--- config.mk ---
export PLATFORM = sky130hd
export DESIGN_NAME = debug_stream_busmaster
export DESIGN_NICKNAME = d
export VERILOG_FILES = /design/src/rtl/debug_stream_busmaster_pkg.sv /design/src/rtl/debug_stream_busmaster_timeout.sv /design/src/rtl/debug_stream_busmaster.sv
export SDC_FILE = /design/constraint.sdc
export NUM_CORES = 1
export LEC_CHECK = 0
export BUFFER_PORTS_ARGS = -buffer_cell sky130_fd_sc_hd__buf_2
export CAP_MARGIN = 25
export CORE_UTILIZATION = 55
export DETAILED_ROUTE_END_ITERATION = 8
export PLACE_DENSITY = 0.78
export SKIP_LAST_GASP = 1
export SLEW_MARGIN = 20
export SYNTH_ARGS = -nofsm -noshare
export SYNTH_HDL_FRONTEND = slang
export SYNTH_SLANG_ARGS = --single-unit
--- constraint.sdc ---
create_clock -name clk -period 2.4 [get_ports clk]
set_clock_uncertainty 0.15 [all_clocks]
set_input_delay 0.24 -clock clk [delete_from_list [all_inputs] [get_ports clk]]
set_output_delay 0.24 -clock clk [all_outputs]
set_load 0.05 [all_outputs]
--- src/rtl/debug_stream_busmaster_pkg.sv ---
// debug_stream_busmaster_pkg: states and protocol byte constants for the stream bus master
package debug_stream_busmaster_pkg;
  typedef enum logic [2:0] {
    S_IDLE, S_COUNT, S_ADDR, S_WDATA, S_WRITE, S_READ, S_TX_DATA, S_STATUS
  } state_t;
  localparam logic [7:0] CMD_WRITE       = 8'h57;
  localparam logic [7:0] CMD_READ        = 8'h52;
  localparam logic [7:0] CMD_BLOCK_WRITE = 8'h42;
  localparam logic [7:0] CMD_BLOCK_READ  = 8'h62;
  localparam logic [7:0] STS_OK          = 8'h4B;
  localparam logic [7:0] STS_ERR         = 8'h45;
endpackage

--- src/rtl/debug_stream_busmaster_timeout.sv ---
// bus_timeout_counter: counts pending request cycles and flags the last allowed one
module bus_timeout_counter #(
  parameter int TIMEOUT_CYCLES = 255
) (
  input  logic clk,
  input  logic rst_n,
  input  logic clr,
  input  logic en,
  output logic limit
);
  localparam int CW = $clog2(TIMEOUT_CYCLES + 1);
  logic [CW-1:0] cnt;
  // restart on every new request, saturate at the limit while pending
  always_ff @(posedge clk or negedge rst_n)
    if (!rst_n) cnt <= '0;
    else if (clr) cnt <= '0;
    else if (en && !limit) cnt <= cnt + 1'b1;
  assign limit = cnt == CW'(TIMEOUT_CYCLES - 1);
endmodule

--- src/rtl/debug_stream_busmaster.sv ---
// debug_stream_busmaster: UART byte stream to debug bus master with block transfers and timeout
module debug_stream_busmaster
  import debug_stream_busmaster_pkg::*;
#(
  parameter int ADDR_BYTES     = 2,
  parameter int DATA_BYTES     = 1,
  parameter int TIMEOUT_CYCLES = 255
) (
  input  logic                    clk,
  input  logic                    rst_n,
  input  logic [7:0]              i_com_data,
  input  logic                    i_com_strobe,
  input  logic                    i_com_ready,
  output logic [7:0]              o_com_data,
  output logic                    o_com_strobe,
  output logic                    o_busy,
  output logic [8*ADDR_BYTES-1:0] o_bus_addr,
  output logic [8*DATA_BYTES-1:0] o_bus_wdata,
  output logic                    o_bus_we,
  output logic                    o_bus_re,
  input  logic                    i_bus_ready,
  input  logic [8*DATA_BYTES-1:0] i_bus_rdata,
  input  logic                    i_bus_rvalid
);
  localparam int AW = 8 * ADDR_BYTES;
  localparam int DW = 8 * DATA_BYTES;
  state_t state, state_next;
  logic [AW-1:0] addr;
  logic [DW-1:0] wdata, rdata;
  logic [7:0] cnt;
  logic [1:0] bcnt;
  logic is_wr, err, skip, limit;
  logic cmd_ok, cmd_w, cmd_blk, last_a, last_d, wr_done, rd_done, tx_last;
  assign cmd_w   = i_com_data == CMD_WRITE || i_com_data == CMD_BLOCK_WRITE;
  assign cmd_blk = i_com_data == CMD_BLOCK_WRITE || i_com_data == CMD_BLOCK_READ;
  assign cmd_ok  = cmd_w || cmd_blk || i_com_data == CMD_READ;
  assign last_a  = bcnt == 2'(ADDR_BYTES - 1);
  assign last_d  = bcnt == 2'(DATA_BYTES - 1);
  assign o_bus_we = state == S_WRITE && !skip;
  assign o_bus_re = state == S_READ;
  assign wr_done  = state == S_WRITE && (skip || i_bus_ready || limit);
  assign rd_done  = state == S_READ && (i_bus_rvalid || limit);
  assign o_com_strobe = i_com_ready && (state == S_TX_DATA || state == S_STATUS);
  assign tx_last  = o_com_strobe && state == S_TX_DATA && last_d;
  assign o_com_data = state == S_STATUS ? (err ? STS_ERR : STS_OK) :
                      state == S_TX_DATA ? rdata[DW-1 -: 8] : 8'h00;
  assign o_busy = state != S_IDLE;
  assign o_bus_addr = addr;
  assign o_bus_wdata = wdata;
  bus_timeout_counter #(.TIMEOUT_CYCLES(TIMEOUT_CYCLES)) u_timeout (
    .clk   (clk),
    .rst_n (rst_n),
    .clr   (!(o_bus_we || o_bus_re)),
    .en    (o_bus_we || o_bus_re),
    .limit (limit)
  );
  // state register
  always_ff @(posedge clk or negedge rst_n)
    if (!rst_n) state <= S_IDLE;
    else state <= state_next;
  // next-state decode from received bytes, bus completions and transmit progress
  always_comb begin
    state_next = state;
    case (state)
      S_IDLE:    if (i_com_strobe && cmd_ok) state_next = cmd_blk ? S_COUNT : S_ADDR;
      S_COUNT:   if (i_com_strobe) state_next = S_ADDR;
      S_ADDR:    if (i_com_strobe && last_a) state_next = is_wr ? S_WDATA : S_READ;
      S_WDATA:   if (i_com_strobe && last_d) state_next = S_WRITE;
      S_WRITE:   if (wr_done) state_next = cnt == 8'd0 ? S_STATUS : S_WDATA;
      S_READ:    if (rd_done) state_next = S_TX_DATA;
      S_TX_DATA: if (tx_last) state_next = cnt == 8'd0 ? S_STATUS : S_READ;
      S_STATUS:  if (o_com_strobe) state_next = S_IDLE;
      default:   state_next = S_IDLE;
    endcase
  end
  // datapath: field shifting, word counting, address stepping and sticky error
  always_ff @(posedge clk or negedge rst_n)
    if (!rst_n) begin
      addr  <= '0;
      wdata <= '0;
      rdata <= '0;
      cnt   <= '0;
      bcnt  <= '0;
      is_wr <= 1'b0;
      err   <= 1'b0;
      skip  <= 1'b0;
    end else begin
      case (state)
        S_IDLE: if (i_com_strobe && cmd_ok) begin
          is_wr <= cmd_w;
          cnt   <= '0;
          bcnt  <= '0;
          err   <= 1'b0;
          skip  <= 1'b0;
        end
        S_COUNT: if (i_com_strobe) cnt <= i_com_data;
        S_ADDR: if (i_com_strobe) begin
          addr <= (addr << 8) | AW'(i_com_data);
          bcnt <= last_a ? 2'd0 : bcnt + 2'd1;
        end
        S_WDATA: if (i_com_strobe) begin
          wdata <= (wdata << 8) | DW'(i_com_data);
          bcnt  <= last_d ? 2'd0 : bcnt + 2'd1;
        end
        S_WRITE: if (wr_done) begin
          addr <= addr + 1'b1;
          if (cnt != 8'd0) cnt <= cnt - 8'd1;
          if (!skip && !i_bus_ready) begin
            err  <= 1'b1;
            skip <= 1'b1;
          end
        end
        S_READ: if (rd_done) begin
          rdata <= i_bus_rvalid ? i_bus_rdata : '0;
          err   <= err | !i_bus_rvalid;
          addr  <= addr + 1'b1;
        end
        S_TX_DATA: if (o_com_strobe) begin
          rdata <= rdata << 8;
          bcnt  <= last_d ? 2'd0 : bcnt + 2'd1;
          if (last_d && cnt != 8'd0) cnt <= cnt - 8'd1;
        end
        default: ;
      endcase
    end
endmodule

# Word-level counts from Yosys, hierarchy flattened
# Cells that the tools add are included.
dict set report word_totals {
  regBits 56
  inputBits 22
  output_inout_bits 36
  word_cells 135
}
dict set report classes {
  add_sub_neg 4
  eq_ne 28
  muxes 46
  n_bitwise 2
  reduce_logical 45
}
# op count
set op_table {}
lappend op_table {{2-to-1 mux 8 bit} 13}
lappend op_table {{2-to-1 mux 16 bit} 3}
lappend op_table {{case mux 16 bit (3 select lines)} 1}
lappend op_table {{equality test 8 x 7 -> 1 bit, second input constant} 4}
lappend op_table {{case mux 8 bit (4 select lines)} 1}
lappend op_table {{2-to-1 mux 3 bit} 10}
lappend op_table {{case mux 3 bit (8 select lines)} 1}
lappend op_table {{inequality test 2 bit, second input constant} 11}
lappend op_table {{adder 16 x 1 -> 16 bit, second input constant} 1}
lappend op_table {{2-to-1 mux 2 bit} 8}
lappend op_table {{bitwise OR 16 x 8 -> 16 bit} 1}
lappend op_table {{case mux 8 bit (2 select lines)} 1}
lappend op_table {{equality test 3 bit, second input constant} 4}
lappend op_table {{logical AND 1 bit} 12}
lappend op_table {{AND reduction 5 bit} 2}
lappend op_table {{logical OR 1 bit} 9}
lappend op_table {{nonzero test 3 bit} 3}
lappend op_table {{adder 8 x 1 -> 8 bit, second input constant} 1}
lappend op_table {{equality test 8 bit, second input constant} 1}
lappend op_table {{logical NOT 8 bit} 1}
lappend op_table {{inequality test 2 x 1 -> 1 bit, second input constant} 4}
lappend op_table {{case mux 2 bit (4 select lines)} 1}
lappend op_table {{AND reduction 4 bit} 2}
lappend op_table {{AND reduction 8 bit} 1}
lappend op_table {{19 further kinds} 29}

# Longest topological paths before layout
dict set report depth {
  word_depth 7
  depth_mapped 8
  ltp_nobuf 7
}

# Modules after synthesis
# Synthesis repeated with hierarchy kept, for this count alone.
dict set report unflattened {
  hier_cells 396
  area_unflattened_um2 3508.4
}
# mod instances cells_each area_per_inst_um2 seq_area_each_um2
set by_module_without_submodules {}
lappend by_module_without_submodules {debug_stream_busmaster 1 342 2989.1 1201.2}
lappend by_module_without_submodules {bus_timeout_counter 1 54 519.2 200.2}

# Least setup slack after synthesis
# Ideal clock, no wire load.
dict set report synth_path {
  path_kind {register to register}
  startpoint {reg bcnt[0]}
  endpoint {reg state[2]}
  setup_time_ns 0.120
  arrival_ns 2.272
  required_time_ns 2.130
  slack_ns -0.142
  path_stages_with_launch 8
  n_path_buf 0
  period_less_slack_ns 2.542
  path_cell_list {dfrtp_1 > inv_1 > ha_1 > nand2b_1 > a21oi_1 > nor3_1 > o21ai_0 > o211a_1}
}
dict set report synth_between {
  elab_chain_cells 4
  elab_cells_between_ends 9
  cone_classes {eq/ne: 4; reduce/logical: 5}
}
# item line
set synth_lines {}
lappend synth_lines {{from (decl)} debug_stream_busmaster.sv:31} ;# logic [1:0] bcnt;
lappend synth_lines {{from (signal assigned)} debug_stream_busmaster.sv:99} ;# bcnt <= last_a ? 2'd0 : bcnt + 2'd1;
lappend synth_lines {{from (signal assigned)} debug_stream_busmaster.sv:103} ;# bcnt <= last_d ? 2'd0 : bcnt + 2'd1;
lappend synth_lines {{from (signal assigned)} debug_stream_busmaster.sv:120} ;# bcnt <= last_d ? 2'd0 : bcnt + 2'd1;
lappend synth_lines {{equality test 2 x 1 -> 1 bit / logical NOT 2 bit (equally long branches)} {debug_stream_busmaster.sv:37, debug_stream_busmaster.sv:38}}
lappend synth_lines {{logical AND 1 bit, on equally long branches} {debug_stream_busmaster.sv:67, debug_stream_busmaster.sv:68, debug_stream_busmaster.sv:44}}
lappend synth_lines {{inequality test 2 bit (no line)} -}
lappend synth_lines {{AND reduction 8 bit (no line) *} -}
lappend synth_lines {{to (signal assigned)} debug_stream_busmaster.sv:60} ;# else state <= state_next;
lappend synth_lines {{to (decl)} debug_stream_busmaster.sv:27} ;# state_t state, state_next;
# Every way passes the cells marked *; elsewhere a longest branch is shown, timed or not.
# A chain may end at the register's enable or synchronous reset.

# Worst setup path in the final report
dict set report layout_path {
  startpoint {reg state[1]}
  endpoint {out o_com_strobe}
}
dict set report layout_between {
  elab_chain_cells 3
  elab_cells_between_ends 4
  cone_classes {eq/ne: 2; reduce/logical: 2}
}
# item line
set layout_lines {}
lappend layout_lines {{equality test 3 bit} debug_stream_busmaster.sv:43} ;# assign o_com_strobe = i_com_ready && (state == S_TX_DATA || state == S_STATUS);
lappend layout_lines {{logical OR 1 bit *} debug_stream_busmaster.sv:43}
lappend layout_lines {{logical AND 1 bit *} debug_stream_busmaster.sv:43}
lappend layout_lines {{to (decl)} debug_stream_busmaster.sv:15} ;# output logic o_com_strobe,
# Marks and branches as above.

==> summary.md <==
| Metric | Value |
|---|---|
| Post-DP HPWL | 5.99 mm |
| Post-synth ARST share | 100% |
| Synthesized area | 3420 um^2 |
| Req. time, crit path | 2.01 ns |
| ANT cells | 0 |
| Worst rel slew slack | 60.7% |
| Sequential share of the synthesized area | 41.0% |
| Maximum Capacitance Violations | 0 |
| Routed vias | 3058 |
| Fin util | 66.1% |
| Clk sink count | 56 |
| Critical Path Start Type | register |
| Final hold viol count | 0 |
| CTS buffer count | 5 |
| Initial antenna violation count | 0 |
| Most frequent cells in the layout | buf_2, dfrtp_1, nand2_1 |
| Post-route cell area | between 3000 and 4000 um^2 |
| Initial Utilization | 57.4% |
| Main synth FF type | dfrtp_1 |
| Clk slew on worst S/H paths | 0.10 ns |
| Clk_lat worst skew | 0.32 ns |
| Die width | 80.8 um |
| Crit path DAT | between 1.5 and 2 ns |
| TNS Setup | 0 ns |
| CTS tree | built |
| Crit. End Element | output pin |
| Largest net degree at the start of global routing | 34 |
| Layout Cells excl Fill | 512 |
| Worst stage delay on the critical path | 0.59 ns |
| Worst Setup Slack, final | between 0.1 and 0.15 ns |
| First-pass GRT wire length | 13.6 mm |
| Drc violations | 0 |
| CP max-delay cell | dfrtp_1 |
| Unrepaired setup endpoints after global routing | no |
| Placement Cell Area | 3820 um^2 |
| Global route hottest layer | met2 |
| Worst slew pin tran | 0.589 ns |
| Fill cells | 510 |
| Total GRT Usage | 26.7% |
| Buf/Inv on CP | 2 |
| Drt first pass iters | 4 |
| Min Tclk post-route | 2.29 ns |
| Worst Hold Class | in -> reg |
| CP top delay family | flip-flops |
| Gr ovfl total | 0 |
| WL final | 8.31 mm |
| Crit path max fanout | 14 |
| VDD IR max | 0.829 mV |
| Tcrit/Tclk final | 95.3% |
| Design Power | 5.52 mW |
| Place WS | 0.271 ns |
| M1 GR Usage | 38.3% |
| Slew Viols, Final | 0 |
| Share of cells above drive strength 1 | between 20% and 30% |
| Synth cell types | 58 |
| Vias in the first global route | approximately 2800 |
| Syn Inst Count | 376 |
| Post-synth net total | 407 |
| # rows | 28 |
| Avg Synthesized Cell Area | 9.09 um^2 |
| Detail Route Antenna Nets | 0 |
| Met2 usage | 42.8% |
| Root Buffer | clkbuf_8 |
| Fmax | 0.437 GHz |
| Area Overhead vs Synth | 15.1% |
| Total core area | roughly 6000 um^2 |
| Outcome | completed |
| Drt initial violations | 247 |
| Die ar. | 6530 um^2 |
| GP Congestion | 0.868 |
| Crit path cell chain | buf_4 > nand2_1 > nor3_2 > buf_2 |
| Die Y | 80.8 um |
| Worst hold margin | 0.00860 ns |
| Yosys reg bits | 56 |
| Maximum root-to-sink buffer count | 2 |
| Power Density | 1400 nW/um^2 |
| Num ports | 58 |
| CTS H-tree depth | 2 |
| GR met3 Demand/Resource | between 3 and 4% |
| Placed Instances | 502 |
| Nets | 467 |
| YS warnings | 0 |
| Postcts setup bufs | 0 |
| Commonest non-fill, non-tap cell in the layout | buf_2 |
| DR WL/cell | roughly 16 um |
| Pleak | 1.81 nW |
| CP Class | reg -> out |
| PortBufs | 57 |
| Vias per cell | approximately 6 |
| Setup-failing EPs final | 0 |
| Post-synth EDFFs | 0 |
[state kept, by name (all words and copies together), names as in the netlist]
register,count
u_timeout.cnt,8
err,1
rdata,8
state,3
bcnt,2
skip,1
is_wr,1
o_bus_wdata,8
o_bus_addr,16
cnt,8
[cell usage after synthesis (all sizes together), types with 2 or more instances]
master | count | area share (%)
a211oi | 4 | 0.88
nor3b | 2 | 0.44
xor2 | 6 | 1.5
a21oi | 30 | 4.5
a22oi | 2 | 0.44
nor2b | 4 | 0.73
dfrtp | 56 | 41
and3 | 6 | 1.1
and2 | 2 | 0.37
clkbuf | 7 | 0.77
nand3 | 16 | 2.7
a31oi | 4 | 0.73
o211a | 2 | 0.59
buf | 11 | 1.8
inv | 9 | 0.99
mux2 | 15 | 5.5
nor4 | 2 | 0.73
nand4 | 5 | 1.5
ha | 9 | 3.3
mux2i | 7 | 2.1
or3 | 2 | 0.37
and4 | 4 | 1.2
a2bb2oi | 8 | 2.7
a21o | 3 | 0.66
nand2 | 45 | 5.2
xnor2 | 3 | 0.77
o22ai | 5 | 0.92
nor2 | 32 | 3.5
nand2b | 7 | 1.3
o2bb2ai | 2 | 0.51
o21ai | 43 | 6.3
nor3 | 10 | 1.6
[per-layer routing]
metal	routed length [um]	part of all wire [%]
met5	0	0
met2	4060	49
met1	3850	46
met4	85	1.0
met3	323	3.9
[timing repair]
action	CTS	global route
hold buffers	2	0
hold endpoints to repair	24	0
gates resized for setup	0	0
[layout make-up]
class	count	area, um^2	share of cell area (%)
well taps	75	93.8	2.39
clock buffers	6	82.6	2.10
flip-flops and latches	56	1400	35.6
repair buffers	71	408	10.4
multi-input cells	293	1900	48.3
clock inverters	2	13.8	0.350
inverters	9	33.8	0.859
[cell families (layout without fill, tap and decap cells)]
family / after synthesis / after routing / share of synthesized area [%]
simple gates: 141 / 141 / 21.9
compound gates: 112 / 112 / 20.5
flops: 56 / 56 / 41.0
buf+inv: 27 / 88 / 3.52
mux: 22 / 22 / 7.54
fa+ha+maj: 9 / 9 / 3.30
xor+xnor: 9 / 9 / 2.31
[where the power goes]
group	switching (mW)	internal [mW]
logic	2.12	1.14
registers	0.382	1.30
clock network	0.331	0.237
[tightest hold or removal path: stages]
cell     delay (ns)
buf_2          0.09
nand2_1        0.04
o21ai_0        0.06
[worst paths after layout]
| path | startpoint | to | slack, ns | cells past startpoint |
|---|---|---|---|---|
| max | state[1] | o_com_strobe | 0.11 | 4 |
| min | i_bus_rdata[1] | rdata[1] | 0.009 | 3 |
| max reg2reg | u_timeout.cnt[0] | o_bus_addr[4] | 0.28 | 7 |
| min reg2reg | rdata[5] | rdata[5] | 0.36 | 2 |
| max in group asynchronous | rst_n | u_timeout.cnt[1] | 1.21 | 3 |
| min in group asynchronous | rst_n | o_bus_addr[7] | 0.30 | 2 |
(Power assumes the default switching activity.)
